## src/rtl/reorder_buffer.sv

```systemverilog
`default_nettype none
// +----------------------------------------------------------------------------+
// | Module      : reorder_buffer                                               |
// | Description : In-order retirement buffer. Entries are allocated in program |
// |               order, completed out of order by tag, and retired one per    |
// |               cycle onto the register file write port.                     |
// |               Optional macro ROB_CMPL_BYPASS_EN: head completion retires   |
// |               at the same edge using the incoming completion data.         |
// | Revision    : 1.0 - initial release                                        |
// +----------------------------------------------------------------------------+
module reorder_buffer #(
  parameter int DEPTH  = 8,
  parameter int TAG_W  = 3,
  parameter int DATA_W = 32
) (
  input  logic              clk,
  input  logic              reset,
  input  logic              flush,
  input  logic              alloc_valid,
  output logic              alloc_ready,
  input  logic              alloc_wr_en,
  input  logic [4:0]        alloc_rd,
  output logic [TAG_W-1:0]  alloc_tag,
  input  logic              cmpl_valid,
  input  logic [TAG_W-1:0]  cmpl_tag,
  input  logic [DATA_W-1:0] cmpl_data,
  output logic              commit_valid,
  output logic              commit_we,
  output logic [4:0]        commit_rd,
  output logic [DATA_W-1:0] commit_data,
  output logic [TAG_W:0]    count,
  output logic              empty
);

  localparam logic [TAG_W:0] PTR_ONE = {{TAG_W{1'b0}}, 1'b1};

  logic [TAG_W:0]      head;
  logic [TAG_W:0]      tail;
  logic [DEPTH-1:0]    busy;
  logic [DEPTH-1:0]    done;
  logic [DEPTH-1:0]    wr_en_mem;
  logic [4:0]          rd_mem   [DEPTH];
  logic [DATA_W-1:0]   data_mem [DEPTH];

  logic [TAG_W-1:0]    head_idx;
  logic [TAG_W-1:0]    tail_idx;
  logic                full;
  logic                do_alloc;
  logic                do_cmpl;
  logic                do_retire;
  logic [DATA_W-1:0]   retire_data;

  assign head_idx    = head[TAG_W-1:0];
  assign tail_idx    = tail[TAG_W-1:0];
  assign full        = (head_idx == tail_idx) && (head[TAG_W] != tail[TAG_W]);
  assign empty       = (head == tail);
  assign count       = tail - head;
  assign alloc_ready = !full;
  assign alloc_tag   = tail_idx;

  assign do_alloc = alloc_valid && !full;
  // A completion only lands on an entry that was already busy before this edge.
  assign do_cmpl  = cmpl_valid && busy[cmpl_tag];

`ifdef ROB_CMPL_BYPASS_EN
  logic head_bypass;
  assign head_bypass = busy[head_idx] && !done[head_idx] && cmpl_valid && (cmpl_tag == head_idx);
  assign do_retire   = (busy[head_idx] && done[head_idx]) || head_bypass;
  assign retire_data = head_bypass ? cmpl_data : data_mem[head_idx];
`else
  assign do_retire   = busy[head_idx] && done[head_idx];
  assign retire_data = data_mem[head_idx];
`endif

  always_ff @(posedge clk or posedge reset) begin
    if (reset) begin
      head         <= '0;
      tail         <= '0;
      busy         <= '0;
      done         <= '0;
      commit_valid <= 1'b0;
      commit_we    <= 1'b0;
      commit_rd    <= '0;
      commit_data  <= '0;
    end else if (flush) begin
      head         <= '0;
      tail         <= '0;
      busy         <= '0;
      done         <= '0;
      commit_valid <= 1'b0;
      commit_we    <= 1'b0;
    end else begin
      if (do_cmpl) begin
        done[cmpl_tag] <= 1'b1;
      end
      // Retire clears after the completion update so a bypassed head ends up free.
      if (do_retire) begin
        busy[head_idx] <= 1'b0;
        done[head_idx] <= 1'b0;
        head           <= head + PTR_ONE;
        commit_valid   <= 1'b1;
        commit_we      <= wr_en_mem[head_idx] && (rd_mem[head_idx] != 5'd0);
        commit_rd      <= rd_mem[head_idx];
        commit_data    <= retire_data;
      end else begin
        commit_valid   <= 1'b0;
        commit_we      <= 1'b0;
      end
      if (do_alloc) begin
        busy[tail_idx] <= 1'b1;
        done[tail_idx] <= 1'b0;
        tail           <= tail + PTR_ONE;
      end
    end
  end

  // Payload storage needs no reset; validity lives entirely in busy/done.
  always_ff @(posedge clk) begin
    if (do_alloc) begin
      wr_en_mem[tail_idx] <= alloc_wr_en;
      rd_mem[tail_idx]    <= alloc_rd;
    end
    if (do_cmpl) begin
      data_mem[cmpl_tag] <= cmpl_data;
    end
  end

endmodule
`default_nettype wire

```

## config.mk

```make
export PLATFORM = sky130hd
export DESIGN_NAME = reorder_buffer
export DESIGN_NICKNAME = d
export VERILOG_FILES = /design/src/rtl/reorder_buffer.sv
export SDC_FILE = /design/constraint.sdc
export NUM_CORES = 1
export LEC_CHECK = 0
export CAP_MARGIN = 15
export CORE_UTILIZATION = 45
export DETAILED_ROUTE_END_ITERATION = 12
export PLACE_DENSITY_LB_ADDON = 0.25
export SETUP_SLACK_MARGIN = 0.02
export SLEW_MARGIN = 20
export SYNTH_ARGS = -nofsm -noshare
export SYNTH_HDL_FRONTEND = slang
export SYNTH_SLANG_ARGS = --single-unit
```

## constraint.sdc

```tcl
create_clock -name clk -period 2.8 [get_ports clk]
set_clock_uncertainty 0.2 [all_clocks]
set_input_delay 0.56 -clock clk [delete_from_list [all_inputs] [get_ports clk]]
set_output_delay 0.56 -clock clk [all_outputs]
set_load 0.05 [all_outputs]
```

==> results of run 1 <==
## worst register-to-register path, cell delays in order (launching register included)
cell       delay, ns
dfrtp_4         0.50
buf_4           0.16
buf_4           0.18
nor2_1          0.14
a22oi_1         0.13
o2bb2ai_2       0.28
and2_4          0.55
mux2_2          0.41
## how the worst min path moves through the flow
stage | start | to | slack, ns | depth (start not counted)
2_1_floorplan | busy[1] | done[1] | 0.25 | 1
3_3_place_gp | commit_data[10] | commit_data[10] | 0.29 | 1
3_5_place_dp | commit_data[6] | commit_data[6] | 0.29 | 1
4_1_cts | reset | commit_data[7] | 0.26 | 3
5_1_grt | reset | commit_rd[4] | 0.30 | 3
6_report | reset | commit_valid | 0.25 | 3
## Yosys cell counts, types with 9 or more instances
cell	count	area, sq um
edfxtp_1	304	9130
dfrtp_1	63	1580
a22oi_1	56	420
mux2_2	56	631
a221oi_1	34	298
nor2_1	30	113
clkbuf_1	21	78.8
inv_1	21	78.8
nand2_1	18	67.6
o21ai_0	18	90.1
buf_2	17	85.1
mux2i_1	17	170
a21oi_1	13	65.1
a31oi_1	11	68.8
and3_1	10	62.6
mux2_4	10	150
a22o_1	9	78.8
mux4_2	9	203
nand3_1	9	45.0
## kinds of logic (layout without fill, tap and decap cells)
group / count (synthesis) / count (layout)
flip-flops: 367 / 367
buffers and inverters: 71 / 265
adder cells (fa/ha/maj): 6 / 6
XOR/XNOR: 6 / 6
AND/OR/NAND/NOR: 104 / 105
multiplexers: 92 / 92
AO/OA/AOI/OAI: 182 / 182
## layer usage
layer | share of wire | global-route usage | vias to the layer above
met4 | 0.023 | 0.0655 | 0
met1 | 0.43 | 0.300 | 4305
met5 | 0 | 0 | -
met3 | 0.061 | 0.0332 | 63
li1 | - | - | 3675
met2 | 0.49 | 0.354 | 302
## sequential cells by signal, indices dropped and copies added, names as in the netlist
name,cells
wr_en_mem,8
head,4
tail,4
data_mem,256
commit_we,1
done,8
rd_mem,40
commit_rd,5
commit_data,32
busy,8
commit_valid,1
## through the flow
| step | utilization | hold slack, ns | instance area (sq um) | power [mW] | cells |
|---|---|---|---|---|---|
| finish | 0.569 | 0.248 | 17500 | 11.3 | 1419 |
| global route | 0.569 | 0.299 | 17500 | 11.6 | 1419 |
| CTS | 0.568 | 0.260 | 17500 | 11.3 | 1416 |
| detailed placement | 0.527 | 0.293 | 16200 | 6.57 | 1341 |
| global placement | 0.527 | 0.292 | 16200 | 6.56 | 1341 |
| floorplan | - | 0.249 | 14300 | 6.31 | 828 |
## layout make-up
type,instances,area [sq um],area share
Clock inverter,10,100,0.00570
Tap cell,396,495,0.0282
Timing Repair Buffer,173,1770,0.101
Multi-Input combinational cell,391,3300,0.188
Inverter,23,90.1,0.00513
Sequential cell,367,10700,0.610
Clock buffer,59,1080,0.0615
## power groups by stage
stage                     Clock, mW  Combinational (mW)  Sequential, mW
after global routing           5.09               0.505            5.99
after CTS                      4.88               0.473            5.99
after floorplan                   0               0.141            6.17
after global placement            0               0.463            6.10
final                          4.80               0.477            5.99
after detailed placement          0               0.470            6.10
## timing repair
item,in CTS,in global routing
buffers inserted,6,2
setup endpoints to repair,5,28
pin swaps,1,2
gates resized for setup,7,5
gates cloned,0,1
==> impl_metrics.yaml, run 1 <==
synthesis:
  synth_compound_gate_area_share: 0.0977
  synth-edff-count: 304
  synth_xor_area_frac: 0.00369
  synth_ff_type: "edfxtp_1"
  syn-num-nets: 880
  synth_cell_types: 58
  yosys.area_share.simple: 0.0372
  synthMuxAreaShare: 0.0810
  synth_top_family_by_area: "compound AO/OA/AOI/OAI gates"
  synth_area_sq_um: 14200
  avgSynthCellArea_sq_um: 17.2
  synth_adder_area_share: 0.00580
  synth_seq_cells: 367
  synth_cells: 828
  async_reset_ff_frac: 0.172
  ys_seq_area_frac: 0.752
  synth_warnings: 0
power_and_ir_drop:
  p_clk_frac: 0.426
  vdd_drop_max_mv: 0.465
  power.leakage_nw: 6.15
  seq_power_share: 0.531
  comb_power_share: 0.042
  switching_power_mw: 2.35
  p_int_mw: 8.92
  sw_frac_of_total: 0.208
  power_density_nw_per_um2: 642
clock_network:
  cts_tree: "yes"
  cts_max_level: 2
  numCtsBuffers: 38
  cts_max_path_buffers: 3
  ctsHoldBuffers: 0
  clkSinkCount: 367
  clock_latency_ns: 0.54
  cts-root-buf: "clkbuf_16"
  clk_pin_slew_worst_paths_ns: 0.06
floorplanning:
  die_area_sq_um: 32400
  num_io_pins: 94
  rows: 64
  die_height_microns: 180
  die_w_microns: 180
  coreArea_sq_um: 30800
  start_util: 0.462
setup_path:
  end_kind: "primary output"
  critPathMostFrequentCell: "inv_1"
  setup.worst_path.start_class: "flip-flop"
  cp_slowest_cell: "dfrtp_2"
  cp.buffers_inverters: 3
  crit_chain: "inv_1 > ha_2 > inv_1 > a21o_1 > a21oi_2 > xnor2_2 > buf_12"
  cp.depth: 7
  worst_r2r_startpoint: "head[1]"
  r2r_setup_slack_ns: 0.14
  crit_family: "flip-flops"
  startpoint: "tail[0]"
  reg2reg_depth: 7
  arrival_ns: 1.97
  required_ns: 2.04
  endpoint: "count[3]"
  critPathMaxStageDelay_ns: 0.43
  r2r_end: "commit_data[17]"
  cp_max_fo: 4
  crit_type: "reg -> out"
layout:
  diodes: 0
  final_common_cell: "edfxtp_1"
  drive_above_1_share: 0.241
  n_fill_cell: 2386
  final_nets: 1046
  syn_to_final_growth_pct: 23.2
  final_cell_mix: "304 x edfxtp_1, 87 x clkdlybuf4s50_1, 65 x buf_4, 59 x dfrtp_1"
run_status:
  status: "finished, violations left"
  violations: "DRC"
timing:
  finalHoldViolations: 0
  drv_slew: 0
  final.setup.tns_ns: 0
  rsz0062_at_grt: "false"
  period_share: 0.975
  setup_viol: 0
  worst_slack_ns: 0.0713
  post-route-min-period_ns: 2.73
  slew_headroom: 0.575
  worstMarginPinSlew_ns: 0.635
  fmax_mhz: 366
routing:
  drtIter0Drc: 680
  wire_per_inst_microns: 24.6
  drt-total-wl_mm: 34.9
  via_count: 8345
  drt-pass1-iter-count: 10
  drc: 5
  vias_per_cell: 5.88
  detail-route-antenna-nets: 0
min_path:
  hold_path_class: "in -> async"
global_route:
  grt_pass1_vias: 8678
  grt_pass1_wl_mm: 52.9
  grt_overflow: 0
  grt_max_degree: 64
  grt_usage: 0.216
  antenna_found_initial: 0
placed_design:
  gp_congestion: 0.928
  dp_hpwl_mm: 20.5
  io_buffers: 93
  place_ws_ns: 0.0670
flow_run:
  maxCapViolCount: 0
(Power assumes the default switching activity.)
==> inputs of run 2 (changes only) <==
Settings changed: GPL_TIMING_DRIVEN from default to 1.
==> results of run 2 <==
Final layout, timing and power as in run 1 (identical DEF).
